$ cat src/rtl/pipe_hazard_ctrl.sv
// Pipeline sequencing controller: load-use stall, taken-branch flush, data-memory
// freeze with bounded wait/halt, and saturating stall/flush performance counters.
module pipe_hazard_ctrl #(
  parameter int TIMEOUT = 64,
  parameter int CNT_W   = 16
) (
  input  logic             clk,
  input  logic             reset,
  input  logic [4:0]       id_rs,
  input  logic [4:0]       id_rt,
  input  logic             id_uses_rt,
  input  logic             ex_mem_to_reg,
  input  logic             ex_reg_write,
  input  logic [4:0]       ex_wr_reg,
  input  logic             branch_taken,
  input  logic             dmem_req,
  input  logic             dmem_ready,
  input  logic             perf_clr,
  output logic             pc_en,
  output logic             if_id_en,
  output logic             id_ex_en,
  output logic             ex_mem_en,
  output logic             if_id_flush,
  output logic             id_ex_flush,
  output logic             halted,
  output logic [1:0]       state,
  output logic [CNT_W-1:0] stall_cycles,
  output logic [CNT_W-1:0] flush_count
);

  localparam int WCW = $clog2(TIMEOUT);

  typedef enum logic [1:0] {
    RUN      = 2'd0,
    MEM_WAIT = 2'd1,
    HALT     = 2'd2
  } state_t;

  state_t           state_reg, state_next;
  logic [WCW-1:0]   wait_cnt_reg, wait_cnt_next;
  logic             halted_reg, halted_next;
  logic             mem_busy, load_use, freeze;
  logic             branch_flush;
  logic [1:0]       cnt_inc;
  logic [CNT_W-1:0] cnt_reg [2];

  assign mem_busy = dmem_req & ~dmem_ready;
  assign load_use = ex_mem_to_reg & ex_reg_write & (ex_wr_reg != 5'd0) &
                    ((ex_wr_reg == id_rs) | (id_uses_rt & (ex_wr_reg == id_rt)));
  assign freeze   = mem_busy | (state_reg == HALT);

  // Priority: reset, freeze, taken branch, load-use, normal flow.
  always_comb begin
    pc_en        = 1'b1;
    if_id_en     = 1'b1;
    id_ex_en     = 1'b1;
    ex_mem_en    = 1'b1;
    if_id_flush  = 1'b0;
    id_ex_flush  = 1'b0;
    branch_flush = 1'b0;
    if (reset || freeze) begin
      pc_en     = 1'b0;
      if_id_en  = 1'b0;
      id_ex_en  = 1'b0;
      ex_mem_en = 1'b0;
    end else if (branch_taken) begin
      if_id_flush  = 1'b1;
      id_ex_flush  = 1'b1;
      branch_flush = 1'b1;
    end else if (load_use) begin
      pc_en       = 1'b0;
      if_id_en    = 1'b0;
      id_ex_flush = 1'b1;
    end
  end

  always_comb begin
    state_next    = state_reg;
    wait_cnt_next = wait_cnt_reg;
    case (state_reg)
      RUN: begin
        if (mem_busy) begin
          state_next    = MEM_WAIT;
          wait_cnt_next = WCW'(1);
        end
      end
      MEM_WAIT: begin
        if (!mem_busy) begin
          state_next = RUN;
        end else if (wait_cnt_reg == WCW'(TIMEOUT - 1)) begin
          state_next = HALT;
        end else begin
          wait_cnt_next = wait_cnt_reg + WCW'(1);
        end
      end
      HALT:    state_next = HALT;
      default: state_next = RUN;
    endcase
    halted_next = halted_reg | (state_next == HALT);
  end

  always_ff @(posedge clk or posedge reset) begin
    if (reset) begin
      state_reg    <= RUN;
      wait_cnt_reg <= '0;
      halted_reg   <= 1'b0;
    end else begin
      state_reg    <= state_next;
      wait_cnt_reg <= wait_cnt_next;
      halted_reg   <= halted_next;
    end
  end

  // Stall cycles exclude HALT; a held branch across a freeze counts once.
  assign cnt_inc[0] = ~pc_en & (state_reg != HALT) & ~reset;
  assign cnt_inc[1] = branch_flush;

  generate
    for (genvar gi = 0; gi < 2; gi++) begin : g_cnt
      always_ff @(posedge clk or posedge reset) begin
        if (reset) begin
          cnt_reg[gi] <= '0;
        end else if (perf_clr) begin
          cnt_reg[gi] <= '0;
        end else if (cnt_inc[gi] && (cnt_reg[gi] != {CNT_W{1'b1}})) begin
          cnt_reg[gi] <= cnt_reg[gi] + CNT_W'(1);
        end
      end
    end
  endgenerate

  assign state        = state_reg;
  assign halted       = halted_reg;
  assign stall_cycles = cnt_reg[0];
  assign flush_count  = cnt_reg[1];

endmodule

$ cat config.mk
export PLATFORM = sky130hd
export DESIGN_NAME = pipe_hazard_ctrl
export DESIGN_NICKNAME = d
export VERILOG_FILES = /design/src/rtl/pipe_hazard_ctrl.sv
export SDC_FILE = /design/constraint.sdc
export NUM_CORES = 1
export LEC_CHECK = 0
export BUFFER_PORTS_ARGS = -buffer_cell sky130_fd_sc_hd__buf_4
export CORE_MARGIN = 2
export CORE_UTILIZATION = 48
export DETAILED_ROUTE_END_ITERATION = 10
export PLACE_DENSITY = 0.72
export SYNTH_ARGS = -nofsm -noshare
export SYNTH_HDL_FRONTEND = slang
export SYNTH_SLANG_ARGS = --single-unit
$ cat constraint.sdc
create_clock -name clk -period 5.9 [get_ports clk]
set_input_delay 0.885 -clock clk [delete_from_list [all_inputs] [get_ports clk]]
set_output_delay 0.885 -clock clk [all_outputs]
set_load 0.02 [all_outputs]
Word level (Yosys, flattened, before mapping)

Cells that the tools add are included.

Add/sub/neg operators: 3
Equal/unequal tests: 12
Mux-type cells: 21
Bitwise gates (word level): 13
Reduce and logical (&&, ||, !) cells: 9

Operators by type and width:

| cell                                           | count |
|---|---|
| two-way mux 16 bit                             | 4 |
| adder 16 x 1 -> 16 bit (second input constant) | 2 |
| != test 16 bit (second input constant)         | 2 |
| two-way mux 6 bit                              | 3 |
| case mux 6 bit (2 select lines)                | 1 |
| == test 5 bit                                  | 2 |
| two-way mux 1 bit                              | 9 |
| != test 2 bit (second input constant)          | 4 |
| AND 1 bit                                      | 7 |
| adder 6 x 1 -> 6 bit (second input constant)   | 1 |
| == test 6 bit (second input constant)          | 1 |
| two-way mux 2 bit                              | 3 |
| case mux 2 bit (3 select lines)                | 1 |
| nonzero test 2 bit                             | 3 |
| nonzero test 5 bit                             | 1 |
| == test 2 bit (second input constant)          | 2 |
| AND reduction 4 bit                            | 1 |
| inverter 1 bit                                 | 3 |
| OR 1 bit                                       | 3 |
| == test 2 x 1 -> 1 bit (second input constant) | 1 |
| logical AND 1 bit                              | 2 |
| zero test 2 bit                                | 1 |
| logical OR 1 bit                               | 1 |

Flip-flop bits (word level): 41
Input bits: 24
Output and inout bits: 41
Logic and storage cells: 63

Longest topological paths before layout

Word-level depth: 13
Depth in mapped cells: 8
Mapped depth without buffers: 7

Least setup slack after synthesis

No wires, ideal clock.

Kind: input to output
Start: in dmem_req
End: out pc_en
Data arrival time: 2611 ps
Data required time: 5015 ps
Slack: 2404 ps
Stages on the path: 4
Cell sequence: nor2b_1 > nor3_1 > a21boi_0 > buf_4

Longest elaborated chain between the ends: 4

Ends and longest elaborated chain:

| what              | line | text |
|---|---|---|
| from (decl)       | 16   | `input logic dmem_req,` |
| AND 1 bit         | 47   | `assign mem_busy = dmem_req & ~dmem_ready;` |
| OR 1 bit          | 50   | `assign freeze = mem_busy \| (state_reg == HALT);` |
| logical OR 1 bit  | 61   | `if (reset \|\| freeze) begin` |
| two-way mux 1 bit | n/a  |  |
| to (decl)         | 19   | `output logic pc_en,` |

Every way passes these cells.

Worst setup path after layout

Start: in ex_wr_reg[1]
End: out pc_en

Longest elaborated chain between the ends: 7
Elaborated cells between the ends (all ways): 10
Classes of those cells: 2 x eq/ne; 3 x mux; 4 x bitwise; 1 x reduce/logical

Ends and longest elaborated chain:

| what                | line | text |
|---|---|---|
| from (decl)         | 14   | `input logic [4:0] ex_wr_reg,` |
| == test 5 bit       | 49   | `((ex_wr_reg == id_rs) \| (id_uses_rt & (ex_wr_reg == id_rt)));` |
| AND 1 bit           | 49   |  |
| OR 1 bit            | 49   |  |
| AND 1 bit *         | 48   | `assign load_use = ex_mem_to_reg & ex_reg_write & (ex_wr_reg != 5'd0) &` |
| two-way mux 1 bit * | 70   | `end else if (load_use) begin` |
| two-way mux 1 bit * | 66   | `end else if (branch_taken) begin` |
| two-way mux 1 bit * | 61   |  |

Every way passes the cells marked *; elsewhere a longest branch is shown, timed or not.

==> run_summary.xml <==
<?xml version="1.0" encoding="UTF-8"?>
<metrics>
  <group name="die">
    <metric name="floorplan.die.width" unit="um">73.4</metric>
    <metric name="initial_core_util" unit="">0.493</metric>
    <metric name="dieArea" unit="um2">5390</metric>
    <metric name="die-height" unit="um">73.4</metric>
    <metric name="std_cell_rows" unit="">25</metric>
    <metric name="core_area" unit="um2">4690</metric>
    <metric name="i_o_pins" unit="">65</metric>
  </group>
  <group name="yosys">
    <metric name="synth_compound_gate_area_share" unit="">0.116</metric>
    <metric name="synthAdderAreaFrac" unit="">0.0162</metric>
    <metric name="yosys_warnings" unit="">0</metric>
    <metric name="synth_top_family_by_area" unit="">simple AND/OR/NAND/NOR gates</metric>
    <metric name="simple_gate_share_of_the_synthesized_area" unit="">0.259</metric>
    <metric name="synthesis.instances" unit="">246</metric>
    <metric name="yosysUniqueCellTypes" unit="">41</metric>
    <metric name="synth_area" unit="um2">2310</metric>
    <metric name="synth_mux_area_frac" unit="">0.0151</metric>
    <metric name="xor_xnor_cell_area_share_of_the_yosys_netlist" unit="">0.106</metric>
    <metric name="yosysSeqAreaShare" unit="">0.443</metric>
    <metric name="number_of_synthesized_register_bits" unit="">41</metric>
    <metric name="synthesis.area_per_instance" unit="um2">9.40</metric>
    <metric name="syn_nets" unit="">273</metric>
  </group>
  <group name="place">
    <metric name="place.gp.congestion" unit="">0.777</metric>
    <metric name="port-buffer-count" unit="">64</metric>
    <metric name="dp.final_hpwl" unit="mm">3.51</metric>
  </group>
  <group name="min_path">
    <metric name="hold_path_class" unit="">reg2reg</metric>
    <metric name="worst_hold_path.endpoint" unit="">halted</metric>
    <metric name="whs_path_depth" unit="">1</metric>
    <metric name="hold_start" unit="">halted</metric>
  </group>
  <group name="clock_network">
    <metric name="clk_pin_slew_worst_paths" unit="ps">70</metric>
    <metric name="insertion_delay" unit="ps">290</metric>
    <metric name="clock-sinks" unit="">41</metric>
    <metric name="post-cts-setup-buffer-count" unit="">0</metric>
    <metric name="cts_hold_buffers" unit="">0</metric>
    <metric name="clock_tree.root_cell" unit="">sky130_fd_sc_hd__clkbuf_8</metric>
    <metric name="post_cts_resized" unit="">0</metric>
    <metric name="htree_levels" unit="">2</metric>
    <metric name="total_clock_buffers_created_by_cts" unit="">5</metric>
    <metric name="tritoncts" unit="">done</metric>
    <metric name="cts_buffer_depth" unit="">2</metric>
  </group>
  <group name="detailed_routing">
    <metric name="drtIter0Drc" unit="">124</metric>
    <metric name="route.vias.total" unit="">1986</metric>
    <metric name="drtPass1Iterations" unit="">4</metric>
    <metric name="antenna_left" unit="">0</metric>
    <metric name="remaining_drc_errors" unit="">0</metric>
    <metric name="drt-vias-per-instance" unit="">5.47</metric>
    <metric name="wl_per_cell" unit="um">13.4</metric>
    <metric name="routed_wl" unit="mm">4.86</metric>
  </group>
  <group name="timing">
    <metric name="timing.max_slew.rel_slack" unit="">0.251</metric>
    <metric name="finClkSkew" unit="ps">4.95</metric>
    <metric name="period_needed" unit="ps">3180</metric>
    <metric name="hold_violations" unit="">0</metric>
    <metric name="whs" unit="ps">472</metric>
    <metric name="rsz_0062_raised_after_global_routing" unit="">no</metric>
    <metric name="final_max_slew_viol_count" unit="">0</metric>
    <metric name="timing.setup.tns" unit="ps">0</metric>
    <metric name="post-route-period-util" unit="">0.539</metric>
    <metric name="worst-slew-pin-transition" unit="ps">1120</metric>
    <metric name="setup_viol" unit="">0</metric>
    <metric name="max_freq" unit="MHz">315</metric>
  </group>
  <group name="worst_setup_path">
    <metric name="timing.rr.start" unit="">state[1]</metric>
    <metric name="startpoint" unit="">ex_wr_reg[1]</metric>
    <metric name="cp_data_required_time" unit="ps">5020</metric>
    <metric name="setup.worst_path.end_class" unit="">output port</metric>
    <metric name="reg2regPathDepth" unit="">6</metric>
    <metric name="worstSetupStartpointType" unit="">input port</metric>
    <metric name="worstSetupPathType" unit="">in2out</metric>
    <metric name="path_max_fanout" unit="">3</metric>
    <metric name="critical_path_data_arrival_time" unit="ps">2290</metric>
    <metric name="crit-reg2reg-capture" unit="">stall_cycles[15]</metric>
    <metric name="r2r_slack" unit="ps">3230</metric>
  </group>
  <group name="layout">
    <metric name="nNetsFinal" unit="">335</metric>
    <metric name="layout.cells.most_common" unit="">sky130_fd_sc_hd__buf_4</metric>
    <metric name="antennaDiodeCount" unit="">0</metric>
    <metric name="final_layout_size_suffix_gt1_frac" unit="">0.275</metric>
    <metric name="layout.cells.most_common_list" unit="">sky130_fd_sc_hd__buf_4, sky130_fd_sc_hd__dfrtp_1, sky130_fd_sc_hd__nor2_1, sky130_fd_sc_hd__a21oi_1, sky130_fd_sc_hd__nand2_1</metric>
    <metric name="area.growth.synth_to_final" unit="%">26.1</metric>
  </group>
  <group name="power_and_ir_drop">
    <metric name="vdd_ir_drop_max" unit="mV">0.116</metric>
    <metric name="leakage_power" unit="uW">0.00130</metric>
    <metric name="powerDensity" unit="nW/um2">203</metric>
  </group>
  <group name="global_routing">
    <metric name="first_global_vias" unit="">1869</metric>
    <metric name="grt_pass1_wl" unit="mm">8.22</metric>
    <metric name="grt_antenna_before_repair" unit="">0</metric>
    <metric name="globalRoute.totalOverflow" unit="">0</metric>
    <metric name="largest_net_degree_at_the_start_of_global_routing" unit="">42</metric>
    <metric name="grt_usage" unit="">0.194</metric>
  </group>
  <group name="job">
    <metric name="timing.max_cap.violations" unit="">0</metric>
  </group>
  <group name="run_status">
    <metric name="status" unit="">completed</metric>
  </group>
</metrics>
-- kinds of logic after synthesis --
kind of cell | after synthesis
multiplexers | 3
flip-flops | 41
adder cells (fa/ha/maj) | 3
XOR/XNOR | 28
AND/OR/NAND/NOR | 110
buffers and inverters | 19
AO/OA/AOI/OAI | 42
-- metal layers --
layer	GRT usage	wire (um)	share of wire
met1	0.249	2240	0.46
met3	0.0343	163	0.034
met2	0.324	2390	0.49
met5	0	0	0
met4	0.0788	68	0.014
-- where the power goes --
group	total [uW]	internal, uW	switching [uW]
combinational	68.0	30.3	37.7
clock	233	138	94.6
sequential	293	286	6.59
total	594	455	139
-- stage by stage --
stage	power, uW	util	std cells	instance area, um2	worst slack [ps]
2_1_floorplan	341	-	246	2310	2400
3_3_place_gp	366	0.597	355	2800	2660
3_5_place_dp	367	0.597	355	2800	2600
4_1_cts	600	0.622	363	2920	2710
5_1_grt	620	0.622	363	2920	2680
6_report	594	0.622	363	2920	2720
-- cells in the mapped netlist --
cell type | instances | area [um2]
sky130_fd_sc_hd__xnor2_1 | 14 | 123
sky130_fd_sc_hd__nand4b_4 | 1 | 23.8
sky130_fd_sc_hd__buf_6 | 3 | 33.8
sky130_fd_sc_hd__and3_4 | 1 | 11.3
sky130_fd_sc_hd__nand3_1 | 10 | 50.1
sky130_fd_sc_hd__nor2_1 | 33 | 124
sky130_fd_sc_hd__a21oi_1 | 18 | 90.1
sky130_fd_sc_hd__mux2_4 | 1 | 15.0
sky130_fd_sc_hd__o22ai_1 | 1 | 6.26
sky130_fd_sc_hd__inv_1 | 9 | 33.8
sky130_fd_sc_hd__dfrtp_1 | 41 | 1030
sky130_fd_sc_hd__or2_1 | 1 | 6.26
sky130_fd_sc_hd__o21ai_0 | 10 | 50.1
sky130_fd_sc_hd__a31oi_1 | 1 | 6.26
sky130_fd_sc_hd__clkbuf_1 | 4 | 15.0
sky130_fd_sc_hd__or4_1 | 7 | 52.6
sky130_fd_sc_hd__nor3_1 | 2 | 10.0
sky130_fd_sc_hd__nor4_2 | 2 | 25.0
sky130_fd_sc_hd__and4_4 | 1 | 11.3
sky130_fd_sc_hd__mux2i_1 | 2 | 20.0
sky130_fd_sc_hd__nor4_1 | 1 | 6.26
sky130_fd_sc_hd__buf_1 | 1 | 3.75
sky130_fd_sc_hd__a21boi_0 | 1 | 7.51
sky130_fd_sc_hd__buf_4 | 2 | 15.0
sky130_fd_sc_hd__nand2b_1 | 2 | 12.5
sky130_fd_sc_hd__nor2b_1 | 3 | 18.8
sky130_fd_sc_hd__a311oi_2 | 1 | 15.0
sky130_fd_sc_hd__a31o_2 | 1 | 8.76
sky130_fd_sc_hd__o211ai_2 | 1 | 12.5
sky130_fd_sc_hd__a31oi_2 | 1 | 12.5
sky130_fd_sc_hd__nand4_1 | 14 | 87.6
sky130_fd_sc_hd__or2_2 | 1 | 6.26
sky130_fd_sc_hd__nand2_1 | 17 | 63.8
sky130_fd_sc_hd__o21a_1 | 1 | 7.51
sky130_fd_sc_hd__o31ai_1 | 5 | 37.5
sky130_fd_sc_hd__nor2b_2 | 1 | 8.76
sky130_fd_sc_hd__a2111oi_2 | 1 | 15.0
sky130_fd_sc_hd__and3_1 | 4 | 25.0
sky130_fd_sc_hd__or3_1 | 9 | 56.3
sky130_fd_sc_hd__xor2_1 | 14 | 123
sky130_fd_sc_hd__ha_1 | 3 | 37.5
-- critical path, stage by stage --
cell and delay, ps:
sky130_fd_sc_hd__buf_4 120, sky130_fd_sc_hd__or4_1 540, sky130_fd_sc_hd__o211ai_2 170, sky130_fd_sc_hd__nor2_1 80, sky130_fd_sc_hd__a21boi_0 280, sky130_fd_sc_hd__buf_4 200
-- layout make-up --
class | instances | area, um2
Clock inverter | 1 | 30.0
Tap cell | 54 | 67.6
Fill cell | 425 | 1770
Multi-Input combinational cell | 186 | 1190
Clock buffer | 7 | 86.3
Timing Repair Buffer | 65 | 488
Sequential cell | 41 | 1030
Inverter | 9 | 33.8
-- worst max path at each step --
stage / to / slack, ps / cells past startpoint
6_report: pc_en / 2720 / 6
5_1_grt: pc_en / 2680 / 6
4_1_cts: pc_en / 2710 / 6
3_5_place_dp: stall_cycles[15] / 2600 / 7
3_3_place_gp: stall_cycles[15] / 2660 / 7
2_1_floorplan: pc_en / 2400 / 4
(Power assumes the default switching activity.)
